File: config.mk
export PLATFORM = sky130hd
export DESIGN_NAME = uart_reg_slave
export DESIGN_NICKNAME = d
export VERILOG_FILES = /design/src/rtl/uart_reg_slave.sv
export SDC_FILE = /design/constraint.sdc
export NUM_CORES = 1
export LEC_CHECK = 0
export ABC_AREA = 0
export ABC_CLOCK_PERIOD_IN_PS = 3500
export CAP_MARGIN = 20
export CORE_UTILIZATION = 60
export DETAILED_ROUTE_END_ITERATION = 12
export PLACE_DENSITY_LB_ADDON = 0.25
export SYNTH_ARGS = -nofsm -noshare
export SYNTH_HDL_FRONTEND = slang
export SYNTH_SLANG_ARGS = --single-unit
File: constraint.sdc
create_clock -name clk -period 3.5 [get_ports clk]
set_input_delay 0.7 -clock clk [delete_from_list [all_inputs] [get_ports clk]]
set_output_delay 0.7 -clock clk [all_outputs]
set_load 0.03 [all_outputs]
File: src/rtl/uart_reg_slave.sv
`default_nettype none
// ============================================================================
// Module      : uart_reg_slave
// Description : Register-mapped 8N1 UART with 4-entry TX and RX FIFOs,
//               a line status register and sticky overrun/framing flags.
// Revision    : 1.0 - initial release
// ============================================================================
module uart_reg_slave #(
   parameter int CLKS_PER_BIT = 234
) (
   input  logic       clk,
   input  logic       rst_n,
   input  logic       tx_en,
   input  logic [2:0] waddr,
   input  logic [7:0] wdata,
   input  logic       rx_en,
   input  logic [2:0] raddr,
   output logic [7:0] rdata,
   input  logic       sin,
   output logic       sout,
   output logic       rx_rdy_n,
   output logic       tx_rdy_n,
   output logic       intr
);

   localparam int              c_bw        = (CLKS_PER_BIT > 1) ? $clog2(CLKS_PER_BIT) : 1;
   localparam logic [c_bw-1:0] c_bit_last  = c_bw'(CLKS_PER_BIT - 1);
   localparam logic [c_bw-1:0] c_half_last = c_bw'(CLKS_PER_BIT / 2 - 1);

   typedef enum logic [1:0] {TX_IDLE, TX_START, TX_DATA, TX_STOP} tx_state_t;
   typedef enum logic [1:0] {RX_IDLE, RX_START, RX_DATA, RX_STOP} rx_state_t;

   // ---------------------------------------------------------------- TX FIFO
   logic [7:0] r_tx_mem [0:3];
   logic [1:0] r_tx_wr, r_tx_rd;
   logic [2:0] r_tx_cnt;
   logic       w_tx_full, w_tx_empty, w_tx_push, w_tx_pop;

   assign w_tx_full  = (r_tx_cnt == 3'd4);
   assign w_tx_empty = (r_tx_cnt == 3'd0);
   assign w_tx_push  = tx_en && (waddr == 3'd0) && !w_tx_full;

   // TX FIFO storage; contents need no reset because occupancy guards reads
   always_ff @(posedge clk) begin
      if (w_tx_push) r_tx_mem[r_tx_wr] <= wdata;
   end

   // TX FIFO pointers and occupancy
   always_ff @(posedge clk or negedge rst_n) begin
      if (!rst_n) begin
         r_tx_wr  <= 2'd0;
         r_tx_rd  <= 2'd0;
         r_tx_cnt <= 3'd0;
      end else begin
         if (w_tx_push) r_tx_wr <= r_tx_wr + 2'd1;
         if (w_tx_pop)  r_tx_rd <= r_tx_rd + 2'd1;
         case ({w_tx_push, w_tx_pop})
            2'b10:   r_tx_cnt <= r_tx_cnt + 3'd1;
            2'b01:   r_tx_cnt <= r_tx_cnt - 3'd1;
            default: r_tx_cnt <= r_tx_cnt;
         endcase
      end
   end

   // ---------------------------------------------------------------- TX FSM
   tx_state_t       r_tx_state, w_tx_state_nx;
   logic [c_bw-1:0] r_tx_baud, w_tx_baud_nx;
   logic [2:0]      r_tx_bit, w_tx_bit_nx;
   logic [7:0]      r_tx_shift, w_tx_shift_nx;
   logic            r_sout, w_sout_nx;
   logic            w_tx_bit_end;

   assign w_tx_bit_end = (r_tx_baud == c_bit_last);

   // TX state and shifter registers; sout is registered so it never glitches
   always_ff @(posedge clk or negedge rst_n) begin
      if (!rst_n) begin
         r_tx_state <= TX_IDLE;
         r_tx_baud  <= '0;
         r_tx_bit   <= 3'd0;
         r_tx_shift <= 8'h00;
         r_sout     <= 1'b1;
      end else begin
         r_tx_state <= w_tx_state_nx;
         r_tx_baud  <= w_tx_baud_nx;
         r_tx_bit   <= w_tx_bit_nx;
         r_tx_shift <= w_tx_shift_nx;
         r_sout     <= w_sout_nx;
      end
   end

   // TX next-state: a new byte is loaded from IDLE or straight from STOP
   always_comb begin
      w_tx_state_nx = r_tx_state;
      w_tx_baud_nx  = r_tx_baud;
      w_tx_bit_nx   = r_tx_bit;
      w_tx_shift_nx = r_tx_shift;
      w_sout_nx     = r_sout;
      w_tx_pop      = 1'b0;
      case (r_tx_state)
         TX_IDLE: begin
            w_sout_nx = 1'b1;
            if (!w_tx_empty) begin
               w_tx_pop      = 1'b1;
               w_tx_shift_nx = r_tx_mem[r_tx_rd];
               w_tx_baud_nx  = '0;
               w_tx_state_nx = TX_START;
               w_sout_nx     = 1'b0;
            end
         end
         TX_START: begin
            if (w_tx_bit_end) begin
               w_tx_baud_nx  = '0;
               w_tx_bit_nx   = 3'd0;
               w_tx_state_nx = TX_DATA;
               w_sout_nx     = r_tx_shift[0];
            end else begin
               w_tx_baud_nx = r_tx_baud + 1'b1;
            end
         end
         TX_DATA: begin
            if (w_tx_bit_end) begin
               w_tx_baud_nx = '0;
               if (r_tx_bit == 3'd7) begin
                  w_tx_state_nx = TX_STOP;
                  w_sout_nx     = 1'b1;
               end else begin
                  w_tx_bit_nx   = r_tx_bit + 3'd1;
                  w_tx_shift_nx = {1'b0, r_tx_shift[7:1]};
                  w_sout_nx     = r_tx_shift[1];
               end
            end else begin
               w_tx_baud_nx = r_tx_baud + 1'b1;
            end
         end
         TX_STOP: begin
            if (w_tx_bit_end) begin
               w_tx_baud_nx = '0;
               if (!w_tx_empty) begin
                  w_tx_pop      = 1'b1;
                  w_tx_shift_nx = r_tx_mem[r_tx_rd];
                  w_tx_state_nx = TX_START;
                  w_sout_nx     = 1'b0;
               end else begin
                  w_tx_state_nx = TX_IDLE;
                  w_sout_nx     = 1'b1;
               end
            end else begin
               w_tx_baud_nx = r_tx_baud + 1'b1;
            end
         end
         default: begin
            w_tx_state_nx = TX_IDLE;
            w_sout_nx     = 1'b1;
         end
      endcase
   end

   // ---------------------------------------------------------------- RX sync
   logic r_sin_meta, r_sin_sync, r_sin_prev;

   // Two-flop synchroniser plus one history flop for falling-edge detection
   always_ff @(posedge clk or negedge rst_n) begin
      if (!rst_n) begin
         r_sin_meta <= 1'b1;
         r_sin_sync <= 1'b1;
         r_sin_prev <= 1'b1;
      end else begin
         r_sin_meta <= sin;
         r_sin_sync <= r_sin_meta;
         r_sin_prev <= r_sin_sync;
      end
   end

   // ---------------------------------------------------------------- RX FSM
   rx_state_t       r_rx_state, w_rx_state_nx;
   logic [c_bw-1:0] r_rx_baud, w_rx_baud_nx;
   logic [2:0]      r_rx_bit, w_rx_bit_nx;
   logic [7:0]      r_rx_shift, w_rx_shift_nx;
   logic            r_rx_brk, w_rx_brk_nx;
   logic            w_rx_push_req, w_fe_set;

   // RX state and shifter registers
   always_ff @(posedge clk or negedge rst_n) begin
      if (!rst_n) begin
         r_rx_state <= RX_IDLE;
         r_rx_baud  <= '0;
         r_rx_bit   <= 3'd0;
         r_rx_shift <= 8'h00;
         r_rx_brk   <= 1'b0;
      end else begin
         r_rx_state <= w_rx_state_nx;
         r_rx_baud  <= w_rx_baud_nx;
         r_rx_bit   <= w_rx_bit_nx;
         r_rx_shift <= w_rx_shift_nx;
         r_rx_brk   <= w_rx_brk_nx;
      end
   end

   // RX next-state: half-bit start check, then mid-bit sampling; after a
   // framing error r_rx_brk holds STOP until the line returns high
   always_comb begin
      w_rx_state_nx = r_rx_state;
      w_rx_baud_nx  = r_rx_baud;
      w_rx_bit_nx   = r_rx_bit;
      w_rx_shift_nx = r_rx_shift;
      w_rx_brk_nx   = r_rx_brk;
      w_rx_push_req = 1'b0;
      w_fe_set      = 1'b0;
      case (r_rx_state)
         RX_IDLE: begin
            if (r_sin_prev && !r_sin_sync) begin
               w_rx_baud_nx  = '0;
               w_rx_state_nx = RX_START;
            end
         end
         RX_START: begin
            if (r_rx_baud == c_half_last) begin
               w_rx_baud_nx  = '0;
               w_rx_bit_nx   = 3'd0;
               w_rx_state_nx = r_sin_sync ? RX_IDLE : RX_DATA;
            end else begin
               w_rx_baud_nx = r_rx_baud + 1'b1;
            end
         end
         RX_DATA: begin
            if (r_rx_baud == c_bit_last) begin
               w_rx_baud_nx  = '0;
               w_rx_shift_nx = {r_sin_sync, r_rx_shift[7:1]};
               if (r_rx_bit == 3'd7) w_rx_state_nx = RX_STOP;
               else                  w_rx_bit_nx   = r_rx_bit + 3'd1;
            end else begin
               w_rx_baud_nx = r_rx_baud + 1'b1;
            end
         end
         RX_STOP: begin
            if (r_rx_brk) begin
               if (r_sin_sync) begin
                  w_rx_brk_nx   = 1'b0;
                  w_rx_state_nx = RX_IDLE;
               end
            end else if (r_rx_baud == c_bit_last) begin
               w_rx_baud_nx = '0;
               if (r_sin_sync) begin
                  w_rx_push_req = 1'b1;
                  w_rx_state_nx = RX_IDLE;
               end else begin
                  w_fe_set    = 1'b1;
                  w_rx_brk_nx = 1'b1;
               end
            end else begin
               w_rx_baud_nx = r_rx_baud + 1'b1;
            end
         end
         default: w_rx_state_nx = RX_IDLE;
      endcase
   end

   // ---------------------------------------------------------------- RX FIFO
   logic [7:0] r_rx_mem [0:3];
   logic [1:0] r_rx_wr, r_rx_rd;
   logic [2:0] r_rx_cnt;
   logic       w_rx_full, w_rx_empty, w_rx_push, w_rx_pop, w_oe_set;

   assign w_rx_full  = (r_rx_cnt == 3'd4);
   assign w_rx_empty = (r_rx_cnt == 3'd0);
   assign w_rx_push  = w_rx_push_req && !w_rx_full;
   assign w_oe_set   = w_rx_push_req && w_rx_full;
   assign w_rx_pop   = rx_en && (raddr == 3'd0) && !w_rx_empty;

   // RX FIFO storage
   always_ff @(posedge clk) begin
      if (w_rx_push) r_rx_mem[r_rx_wr] <= r_rx_shift;
   end

   // RX FIFO pointers and occupancy
   always_ff @(posedge clk or negedge rst_n) begin
      if (!rst_n) begin
         r_rx_wr  <= 2'd0;
         r_rx_rd  <= 2'd0;
         r_rx_cnt <= 3'd0;
      end else begin
         if (w_rx_push) r_rx_wr <= r_rx_wr + 2'd1;
         if (w_rx_pop)  r_rx_rd <= r_rx_rd + 2'd1;
         case ({w_rx_push, w_rx_pop})
            2'b10:   r_rx_cnt <= r_rx_cnt + 3'd1;
            2'b01:   r_rx_cnt <= r_rx_cnt - 3'd1;
            default: r_rx_cnt <= r_rx_cnt;
         endcase
      end
   end

   // ---------------------------------------------------------------- status
   logic       r_oe, r_fe;
   logic       w_lsr_rd, w_temt;
   logic [7:0] w_lsr, w_rdata_nx;
   logic [7:0] r_rdata;

   assign w_lsr_rd = rx_en && (raddr == 3'd5);
   assign w_temt   = w_tx_empty && (r_tx_state == TX_IDLE);
   assign w_lsr    = {1'b0, w_temt, w_tx_empty, w_tx_full, r_fe, 1'b0, r_oe, !w_rx_empty};

   // Sticky error flags: a new error in the same cycle beats the read-clear
   always_ff @(posedge clk or negedge rst_n) begin
      if (!rst_n) begin
         r_oe <= 1'b0;
         r_fe <= 1'b0;
      end else begin
         if (w_oe_set)      r_oe <= 1'b1;
         else if (w_lsr_rd) r_oe <= 1'b0;
         if (w_fe_set)      r_fe <= 1'b1;
         else if (w_lsr_rd) r_fe <= 1'b0;
      end
   end

   // Read data mux; unmapped addresses and an empty RX FIFO read as zero
   always_comb begin
      w_rdata_nx = 8'h00;
      if (raddr == 3'd0) begin
         if (!w_rx_empty) w_rdata_nx = r_rx_mem[r_rx_rd];
      end else if (raddr == 3'd5) begin
         w_rdata_nx = w_lsr;
      end
   end

   // Read data register, updated only by a read strobe
   always_ff @(posedge clk or negedge rst_n) begin
      if (!rst_n)     r_rdata <= 8'h00;
      else if (rx_en) r_rdata <= w_rdata_nx;
   end

   assign rdata    = r_rdata;
   assign sout     = r_sout;
   assign rx_rdy_n = w_rx_empty;
   assign tx_rdy_n = w_tx_full;
   assign intr     = !w_rx_empty || r_oe || r_fe;

endmodule
`default_nettype wire

-- After elaboration in Yosys (flattened, before gate mapping)
Memory sizes are Yosys's and may differ from the RTL's.
Cells that the tools add are included.
- flip-flop bits (word level): 71
- memory bits (writable): 64
- output and inout port bits: 12
- word-level logic and storage cells: 171
- memories: 2
- add/subtract/negate cells: 12
- eq/ne operators: 31
- muxes and demuxes: 67
- reduce and logical (&&, ||, !) cells: 37
- memory list (memory ; depth ; bits a word ; read ports ; clocked after Yosys merged registers in ; wr ports ; RTL line ; source):
    r_rx_mem ; 4 ; 8 ; 1 ; 0 ; 1 ; 260 ; logic [7:0] r_rx_mem [0:3];
    r_tx_mem ; 4 ; 8 ; 1 ; 0 ; 1 ; 34 ; logic [7:0] r_tx_mem [0:3];
- operators by type and width (operator ; number):
    8-bit 2-to-1 mux ; 12
    8-bit case mux with 4 select lines ; 1
    2-bit 2-to-1 mux ; 13
    1-bit 2-to-1 mux ; 24
    2-bit inequality test, second input constant ; 12
    3-bit case mux with 2 select lines ; 4
    8-bit case mux with 3 select lines ; 1
    3-bit 2-to-1 mux ; 6
    8-bit by 1-bit adder with 8-bit output, second input constant ; 2
    8-bit equality test, second input constant ; 2
    2-bit case mux with 4 select lines ; 2
    8-bit case mux with 2 select lines ; 1
    3-bit equality test, second input constant ; 5
    3-bit by 1-bit adder with 3-bit output, second input constant ; 4
    2-bit equality test, second input constant ; 6
    3-bit zero test ; 4
    4-bit AND reduction ; 3
    2-bit nonzero test ; 6
    5-bit AND reduction ; 2
    1-bit logical AND ; 9
    2-bit by 1-bit adder with 2-bit output, second input constant ; 4
    2-bit by 1-bit equality test with 1-bit output, second input constant ; 4
    8-bit by 7-bit equality test with 1-bit output, second input constant ; 1
    7-bit 2-to-1 mux ; 1
    11 further kinds ; 18

-- Longest topological paths before layout
Gate-level depths: netlist of the first run.
- depth after elaboration: 7
- mapped depth: 13
- gate-level depth less buffers: 12

-- Worst setup path after synthesis of the first run
No wires, ideal clock.
- path type: in2reg
- start: input rx_en
- end: register r_rx_cnt[2]
- library setup time: 79 ps
- arrival: 2370 ps
- required time: 3421 ps
- path slack: 1051 ps
- stages: 10
- cells stage by stage: inv_2 -> nor2_1 -> nor4b_1 -> buf_2 -> ha_1 -> inv_1 -> fa_1 -> xor2_1 -> nor2_1 -> xor2_1
- word-level cells in the longest chain between the ends: 4
- elaborated cells between the ends (all ways): 6
- classes of those cells: eq/ne: 2; mux: 1; reduce/logical: 3
- RTL lines (what ; RTL line ; source):
    start, declared ; 16 ; input logic rx_en,
    1-bit logical AND * (2 in a row) ; 269 ; assign w_rx_pop = rx_en && (raddr == 3'd0) && !w_rx_empty;
    via w_rx_pop ; 263 ; logic w_rx_full, w_rx_empty, w_rx_push, w_rx_pop, w_oe_set;
    2-bit by 1-bit equality test with 1-bit output / 2-bit equality test (equally long branches) ; 285 ; case ({w_rx_push, w_rx_pop})
    3-bit case mux with 2 select lines / 2-bit nonzero test (equally long branches) ; n/a ;
    end signal, assigned ; 286 ; 2'b10: r_rx_cnt <= r_rx_cnt + 3'd1;
    end signal, assigned ; 287 ; 2'b01: r_rx_cnt <= r_rx_cnt - 3'd1;
    end signal, assigned ; 288 ; default: r_rx_cnt <= r_rx_cnt;
    end, declared ; 262 ; logic [2:0] r_rx_cnt;
Mark *: on every way through the listed nets, which the timed path passes. The rest lies on a longest branch.
A chain may end at the register's enable or synchronous reset.

-- Worst setup path in the final report of the first run
- start: register r_tx_cnt[0]
- end: output tx_rdy_n
- word-level cells in the longest chain between the ends: 1
- RTL lines (what ; RTL line ; source):
    start, declared ; 36 ; logic [2:0] r_tx_cnt;
    start signal, assigned ; 58 ; 2'b10: r_tx_cnt <= r_tx_cnt + 3'd1;
    start signal, assigned ; 59 ; 2'b01: r_tx_cnt <= r_tx_cnt - 3'd1;
    start signal, assigned ; 60 ; default: r_tx_cnt <= r_tx_cnt;
    3-bit equality test ; 39 ; assign w_tx_full = (r_tx_cnt == 3'd4);
    end, declared ; 22 ; output logic tx_rdy_n,
No other way between the ends.

==> results of run 1 <==
## synth_stat cells (all sizes together), types with 7 or more instances
master	instances
and3	7
o21ai	35
nor2b	9
nand3	11
inv	23
buf	11
xnor2	9
a21oi	7
nor2	17
mux4	16
mux2	10
nand2	42
and2	10
dfrtp	67
ha	25
a22o	10
edfxtp	64
mux2i	8
## critical path: cells and delay by family (launching register included)
family / cells / cell delay, ps
buffers and inverters: 2 / 830
AND/OR/NAND/NOR: 1 / 330
flip-flops: 1 / 410
## routing by layer
layer	share of wire, %	routed length [um]
met5	0	0
met4	0.99	111
met3	4.1	461
met2	52	5750
met1	43	4830
## layout make-up
| cell class | count | area, um2 | area share, % |
|---|---|---|---|
| clock inverters | 11 | 120 | 1.68 |
| repair buffers | 32 | 310 | 4.35 |
| clock buffers | 21 | 460 | 6.46 |
| well taps | 133 | 166 | 2.33 |
| flip-flops and latches | 135 | 3700 | 51.9 |
| multi-input cells | 277 | 2280 | 32.0 |
| inverters | 23 | 86.3 | 1.21 |
## registers in the layout, summed over array words and instances (netlist names), 2 cells and up, named ones only
| name | count |
|---|---|
| r_rx_cnt | 3 |
| r_tx_rd | 2 |
| r_rx_mem | 32 |
| r_rx_bit | 3 |
| r_rx_baud | 8 |
| r_tx_mem | 32 |
| r_rx_wr | 2 |
| r_rx_shift | 8 |
| r_tx_wr | 2 |
| r_tx_bit | 3 |
| r_tx_state | 2 |
| r_tx_cnt | 3 |
| rdata | 8 |
| r_tx_shift | 8 |
| r_rx_rd | 2 |
| r_tx_baud | 8 |
## where the power goes
group	switching (mW)	total [mW]	internal, mW
clock network	0.665	1.74	1.07
logic	0.744	1.37	0.629
registers	0.299	2.18	1.88
## worst min-delay path by stage
stage | cells after the start | start | slack [ps] | endpoint
3_3_place_gp | 0 | r_sin_meta | 350 | r_sin_sync
3_5_place_dp | 0 | r_sin_meta | 350 | r_sin_sync
6_report | 0 | r_sin_meta | 360 | r_sin_sync
5_1_grt | 0 | r_sin_meta | 360 | r_sin_sync
2_1_floorplan | 0 | r_sin_meta | 350 | r_sin_sync
4_1_cts | 0 | r_sin_meta | 360 | r_sin_sync
## kinds of logic (layout without fill, tap and decap cells)
| logic type | Yosys count | count (layout) | share of synthesized area (%) |
|---|---|---|---|
| flip-flops | 135 | 135 | 60.1 |
| XOR/XNOR | 15 | 15 | 2.13 |
| adder cells (fa/ha/maj) | 27 | 27 | 5.73 |
| multiplexers | 34 | 34 | 9.46 |
| AO/OA/AOI/OAI | 83 | 83 | 9.36 |
| AND/OR/NAND/NOR | 118 | 118 | 10.3 |
| buffers and inverters | 38 | 87 | 2.90 |
==> impl_metrics.env, run 1 <==
export IMPL_status="finished, final reports clean"
export IMPL_reg2reg_slack_ps=940
export IMPL_cts_root_buf="clkbuf_8"
export IMPL_layout_min_cycle_time_ps=2790
export IMPL_min_period_over_period_pct=79.8
export IMPL_initial_utilization_pct=62.5
export IMPL_power_density_nw_per_um2=742
export IMPL_clock_fmax_ghz=0.358
export IMPL_syn_nets=496
export IMPL_crit_start="r_tx_cnt[0]"
export IMPL_slew_headroom_pct=39.3
export IMPL_maxSlewViolCount=0
export IMPL_cts_made_buffers=17
export IMPL_io_buffers=30
export IMPL_max_stage_delay_ps=730
export IMPL_critPathRequiredTime_ps=2800
export IMPL_dp_hpwl_um=7210
export IMPL_io_pin_count=31
export IMPL_clk_path_buf_depth=2
export IMPL_synth_async_reset_ratio_pct=52.6
export IMPL_synth_largest_area_cell="edfxtp_1"
export IMPL_fill_cells=629
export IMPL_reg2regPathDepth=12
export IMPL_overflow=0
export IMPL_holdWs_ps=356
export IMPL_fp_dieArea_um2=10700
export IMPL_place_inst=600
export IMPL_fin_worst_skew_ps=7.56
export IMPL_avgRoutedWirePerCell_um=17.7
export IMPL_cts_hold_buf=0
export IMPL_place_area_um2=6550
export IMPL_cts_resized=0
export IMPL_cts_tree="done"
export IMPL_post_route_drc_count=0
export IMPL_insertion_delay_ps=520
export IMPL_p_leak_nw=2.79
export IMPL_layout_cells_non_filler=632
export IMPL_die_x_um=103
export IMPL_ys_seq_elements=135
export IMPL_crit_path_cell_trace="inv_1 -> and3_1 -> clkdlybuf4s50_1"
export IMPL_vias_per_cell=5.77
export IMPL_drive_above_1_share_pct=14.8
export IMPL_worst_setup_path_end_kind="output pin"
export IMPL_antenna_found_initial=0
export IMPL_clk_pin_slew_worst_paths_ps=60
export IMPL_cp_slowest_cell="clkdlybuf4s50_1"
export IMPL_syn_area_um2=6160
export IMPL_min_path_type="reg2reg"
export IMPL_dp_worst_setup_slack_ps=514
export IMPL_start_kind="register"
export IMPL_vias=3645
export IMPL_busiest_layer="met2"
export IMPL_setup_slack_ps=708
export IMPL_rows=36
export IMPL_detail_route_antenna_nets=0
export IMPL_finalInstanceArea_um2=7130
export IMPL_syn_to_final_growth_pct=15.8
export IMPL_worst_slew_pin_slew_ps=910
export IMPL_peakVddDrop_mv=0.423
export IMPL_final_common_cell="dfrtp_1"
export IMPL_grt_max_degree=72
export IMPL_synthTopCellsByArea="edfxtp_1 31%, dfrtp_1 27%, mux4_2 5.8%"
export IMPL_grt_util_met2_pct=39.0
export IMPL_power_total_mw=5.29
export IMPL_place_gp_congestion=0.799
export IMPL_grt_pass1_wl_um=18100
export IMPL_mostFrequentLayoutCells="67 x dfrtp_1, 64 x edfxtp_1, 41 x nand2_1, 29 x clkdlybuf4s50_1, 25 x ha_1"
export IMPL_fin_tns_setup_ps=0
export IMPL_final_net_count=532
export IMPL_synth_avg_cell_area_um2=13.7
export IMPL_netlist_instances=450
export IMPL_synth_edf_count=64
export IMPL_grt_use_total_pct=23.6
export IMPL_critPathCapture="tx_rdy_n"
export IMPL_ys_seq_area_share_pct=60.1
export IMPL_ys_types=61
export IMPL_finalHoldViolCount=0
export IMPL_grtUsageMet3_pct=7.06
export IMPL_cts_setup_buffers=0
export IMPL_rsz0062_at_grt="no"
export IMPL_first_pass_iters=4
export IMPL_core_um2=9860
export IMPL_synth_flop_cell="dfrtp_1"
export IMPL_cp_arrival_ps=2090
export IMPL_h_tree_depth=4
export IMPL_reg2reg_to="r_rx_cnt[2]"
export IMPL_met1_usage_pct=29.8
export IMPL_crit_path_max_fanout=4
export IMPL_r2r_start="r_rx_baud[1]"
export IMPL_grt_pass1_vias=3622
export IMPL_fp_dieH_um=103
export IMPL_drt_iter0_markers=286
export IMPL_critPathKind="reg2out"
export IMPL_routed_wl_um=11200
export IMPL_fin_util_pct=72.3
export IMPL_setup_viol=0
export IMPL_diodes=0
export IMPL_ys_warn_count=0
export IMPL_max_cap_viol_count=0
export IMPL_synth_top_area_share_pct=31.2
export IMPL_cts_sinks=135
Power figures use the tool's default switching activity.
==> inputs of run 2 (changes only) <==
Settings changed: ABC_CLOCK_PERIOD_IN_PS 3500 to 2600.
Clock period 3.5 ns to 2.6 ns, I/O delays scaled along.
==> impl_metrics.env, run 2 (synthesis gave the netlist of run 1 again) <==
export IMPL_detail_route_antenna_nets=0
export IMPL_cp_top_family="buffers and inverters"
export IMPL_grt_pass1_vias=3765
export IMPL_crit_path_cell_trace="nor3_4 -> clkdlybuf4s50_1"
export IMPL_fin_worst_skew_ps=11.0
export IMPL_grt_max_degree=72
export IMPL_diodes=0
export IMPL_clk_path_buf_depth=2
export IMPL_min_path_type="in2async"
export IMPL_cts_tree="done"
export IMPL_max_stage_delay_ps=730
export IMPL_initial_utilization_pct=62.5
export IMPL_critPathRequiredTime_ps=2080
export IMPL_core_um2=9860
export IMPL_routed_wl_um=11500
export IMPL_crit_path_max_fanout=4
export IMPL_peakVddDrop_mv=0.765
export IMPL_first_pass_iters=5
export IMPL_finalHoldViolCount=0
export IMPL_dp_worst_setup_slack_ps=-44.8
export IMPL_power_density_nw_per_um2=1010
export IMPL_p_leak_nw=2.86
export IMPL_cts_setup_buffers=0
export IMPL_reg2regPathDepth=10
export IMPL_cts_made_buffers=17
export IMPL_cts_hold_buf=0
export IMPL_vias=3664
export IMPL_slew_headroom_pct=49.8
export IMPL_mostFrequentLayoutCells="67 x dfrtp_1, 64 x edfxtp_1, 41 x nand2_1, 27 x clkdlybuf4s50_1, 25 x ha_1"
export IMPL_worst_slew_pin_slew_ps=753
export IMPL_drt_iter0_markers=143
export IMPL_rsz0062_at_grt="no"
export IMPL_critPathKind="reg2out"
export IMPL_path_depth=2
export IMPL_worst_setup_path_end_kind="output pin"
export IMPL_fill_cells=587
export IMPL_antenna_found_initial=0
export IMPL_fp_dieH_um=103
export IMPL_place_gp_congestion=0.818
export IMPL_cp_arrival_ps=1980
export IMPL_insertion_delay_ps=520
export IMPL_final_net_count=541
export IMPL_path_buf_inv=1
export IMPL_overflow=0
export IMPL_maxSlewViolCount=0
export IMPL_final_common_cell="dfrtp_1"
export IMPL_cp_slowest_cell="clkdlybuf4s50_1"
export IMPL_io_buffers=30
export IMPL_clock_fmax_ghz=0.401
export IMPL_fp_dieArea_um2=10700
export IMPL_cts_sinks=135
export IMPL_regArea_um2=3700
export IMPL_multiInputGateArea_um2=2300
export IMPL_start_kind="register"
export IMPL_cts_root_buf="clkbuf_8"
export IMPL_status="finished, final reports clean"
export IMPL_cts_resized=2
export IMPL_avgRoutedWirePerCell_um=17.9
export IMPL_clk_pin_slew_worst_paths_ps=60
export IMPL_fin_util_pct=73.7
export IMPL_setup_slack_ps=103
export IMPL_max_cap_viol_count=0
export IMPL_min_period_over_period_pct=96.0
export IMPL_die_x_um=103
export IMPL_rows=36
export IMPL_dp_hpwl_um=7530
export IMPL_finalInstanceArea_um2=7270
export IMPL_grt_pass1_wl_um=18300
export IMPL_drive_above_1_share_pct=17.1
export IMPL_io_pin_count=31
export IMPL_reg_largest_list="r_rx_mem (32), r_tx_mem (32)"
export IMPL_layout_min_cycle_time_ps=2500
export IMPL_syn_to_final_growth_pct=17.9
export IMPL_fin_tns_setup_ps=0
export IMPL_vias_per_cell=5.72
export IMPL_place_area_um2=6630
export IMPL_h_tree_depth=4
export IMPL_setup_viol=0
export IMPL_grt_use_total_pct=23.9
export IMPL_post_route_drc_count=0
==> run 2: worst paths after layout <==
path	start	end	slack [ps]
max	r_rx_cnt[0]	rx_rdy_n	100
min	rst_n	r_tx_baud[5]	30
max reg2reg	r_tx_state[0]	r_tx_cnt[2]	200
min reg2reg	r_sin_meta	r_sin_sync	360
max in group asynchronous	rst_n	r_sin_sync	2230
min in group clk	r_sin_meta	r_sin_sync	360
==> run 2: layout make-up <==
class / instances / share of cell area [%]
clock buffer: 20 / 6.13
inverter: 23 / 1.19
sequential: 135 / 51.0
tap: 133 / 2.29
timing repair buffer: 41 / 5.39
multi-input combinational: 277 / 31.6
clock inverter: 12 / 2.41
==> run 2: report_power, final <==
group          switching (mW)  total [mW]  internal, mW
clock network           0.891        2.50          1.61
logic                    1.07        1.93         0.866
registers               0.380        2.91          2.53
==> run 2: layer usage <==
layer	vias to the layer above	GRT usage (%)	share of wire, %
li1	1752	-	-
met1	1847	29.1	43
met2	55	40.8	53
met3	10	6.18	2.4
met4	0	10.5	1.2
met5	-	0	0
==> run 2: stage by stage <==
step,hold WS (ps),instances,power (mW)
floorplan,224,450,4.34
global placement,346,609,4.74
detailed placement,349,609,4.85
CTS,24.9,641,7.37
global route,35.1,641,7.71
finish,26.2,641,7.34
==> run 2: worst register-to-register path, cell delays in order (launching register included) <==
cell and delay, ps:
dfrtp_1 400, inv_1 120, ha_1 360, nor2_1 180
o21a_1 210, ha_1 200, inv_1 60, fa_1 370
xor2_1 150, nor2_1 110, xor2_1 160
==> inputs of run 3 (changes only) <==
Settings changed: GPL_TIMING_DRIVEN from default to 0.
==> impl_metrics.env, run 3 (synthesis gave the netlist of run 1 again) <==
export IMPL_layout_cells_non_filler=650
export IMPL_critPathKind="in2reg"
export IMPL_drt_iter0_markers=169
export IMPL_finalHoldViolCount=0
export IMPL_place_inst=614
export IMPL_cp_slowest_cell="clkdlybuf4s50_1"
export IMPL_cp_common_cell="xor2_1"
export IMPL_mostFrequentLayoutCells="67 x dfrtp_1, 64 x edfxtp_1, 41 x nand2_1, 26 x clkdlybuf4s50_1, 24 x ha_1"
export IMPL_cts_root_buf="clkbuf_8"
export IMPL_fp_dieArea_um2=10700
export IMPL_grt_pass1_vias=3800
export IMPL_initial_utilization_pct=62.5
export IMPL_r2r_start="r_rx_baud[1]"
export IMPL_grt_use_total_pct=23.8
export IMPL_vias=3752
export IMPL_start_kind="primary input"
export IMPL_cp_arrival_ps=2940
export IMPL_dp_hpwl_um=7580
export IMPL_vias_per_cell=5.77
export IMPL_cts_tree="done"
export IMPL_grtUsageMet3_pct=7.66
export IMPL_clock_fmax_ghz=0.401
export IMPL_first_pass_iters=4
export IMPL_final_common_cell="dfrtp_1"
export IMPL_antenna_found_initial=0
export IMPL_die_x_um=103
export IMPL_setup_viol=0
export IMPL_worst_slew_pin_slew_ps=567
export IMPL_h_tree_depth=4
export IMPL_multiInputGateArea_um2=2310
export IMPL_clk_path_buf_depth=2
export IMPL_fin_worst_skew_ps=9.40
export IMPL_hold_depth=0
export IMPL_p_leak_nw=2.91
export IMPL_avgRoutedWirePerCell_um=17.4
export IMPL_place_gp_congestion=0.838
export IMPL_worstHoldStart="r_sin_meta"
export IMPL_core_um2=9860
export IMPL_crit_start="rx_en"
export IMPL_slew_headroom_pct=62.2
export IMPL_finalInstanceArea_um2=7340
export IMPL_syn_to_final_growth_pct=19.2
export IMPL_grt_util_met2_pct=41.0
export IMPL_rows=36
export IMPL_min_path_type="reg2reg"
export IMPL_max_stage_delay_ps=560
export IMPL_rsz0062_at_grt="no"
export IMPL_overflow=0
export IMPL_cts_sinks=135
export IMPL_routed_wl_um=11300
export IMPL_power_density_nw_per_um2=999
export IMPL_insertion_delay_ps=530
export IMPL_reg_largest_list="r_rx_mem (32), r_tx_mem (32)"
export IMPL_crit_path_cell_trace="clkdlybuf4s50_1 -> inv_2 -> nor2_2 -> nor4b_4 -> buf_6 -> ha_1 -> inv_1 -> fa_1 -> xor2_1 -> nor2_1 -> xor2_1"
export IMPL_holdWs_ps=360
export IMPL_min_period_over_period_pct=95.9
export IMPL_fp_dieH_um=103
export IMPL_status="finished, final reports clean"
export IMPL_busiest_layer="met2"
export IMPL_clk_pin_slew_worst_paths_ps=60
export IMPL_met1_usage_pct=27.5
export IMPL_peakVddDrop_mv=0.596
export IMPL_crit_path_max_fanout=10
export IMPL_place_area_um2=6650
export IMPL_layout_min_cycle_time_ps=2490
export IMPL_critPathRequiredTime_ps=3050
export IMPL_worst_setup_path_end_kind="register"
export IMPL_post_route_drc_count=0
export IMPL_diodes=0
export IMPL_io_pin_count=31
export IMPL_cts_made_buffers=17
export IMPL_detail_route_antenna_nets=0
export IMPL_reg2regPathDepth=13
export IMPL_io_buffers=30
export IMPL_grt_max_degree=57
export IMPL_drive_above_1_share_pct=17.8
export IMPL_regArea_um2=3700
export IMPL_grt_pass1_wl_um=18100
export IMPL_final_net_count=550
export IMPL_max_cap_viol_count=0
export IMPL_maxSlewViolCount=0
export IMPL_fill_cells=596
-- run 3: final timing paths --
| kind | endpoint | slack (ps) |
|---|---|---|
| min in group asynchronous | r_tx_state[0] | 410 |
| max in group asynchronous | r_sin_sync | 1600 |
| hold / removal | r_sin_sync | 360 |
| hold reg to reg | r_sin_sync | 360 |
| setup / recovery | r_rx_cnt[2] | 110 |
| setup reg to reg | r_rx_cnt[2] | 150 |
-- run 3: worst max-delay path, delay by kind of cell --
family                     cells  cell delay (ps)
buffers and inverters          4              920
and+or+nand+nor                3              620
adders and majority gates      2              560
xor gates and xnor gates       2              320
-- run 3: per-layer routing --
layer,vias to the layer above,routed length (um)
met2,102,5980
met4,0,260
li1,1768,-
met3,22,455
met5,-,0
met1,1860,4650
-- run 3: final cells by class --
type	instances	share of cell area, %
Buffer	15	1.43
Clock buffer	20	5.93
Clock inverter	12	2.39
Inverter	23	1.18
Multi-Input combinational cell	277	31.5
Sequential cell	135	50.5
Tap cell	133	2.27
Timing Repair Buffer	35	4.87
-- run 3: where the power goes --
group / internal (mW) / switching, mW / leakage, nW
sequential: 2.54 / 0.229 / 1.43
combinational: 0.904 / 1.21 / 1.19
clock: 1.58 / 0.872 / 0.293
-- run 3: what timing repair did --
action | 4_1_cts | 5_1_grt
setup endpoints to repair | 5 | 3
hold endpoints to repair | 14 | 0
cloned | 0 | 0
hold buffers | 1 | 0
resized for setup | 6 | 10
buffers inserted | 0 | 3
pin swaps | 0 | 2
-- run 3: per-stage QoR --
| stage | utilization, % | setup TNS (ps) | setup WS (ps) | total power, mW |
|---|---|---|---|---|
| floorplan | - | 0 | 331 | 4.34 |
| global placement | 67.2 | -103310 | -1490 | 4.78 |
| detailed placement | 67.4 | -1270 | -688 | 4.89 |
| CTS | 73.9 | 0 | 7.15 | 7.36 |
| global route | 74.4 | 0 | 18.6 | 7.71 |
| finish | 74.4 | 0 | 106 | 7.33 |
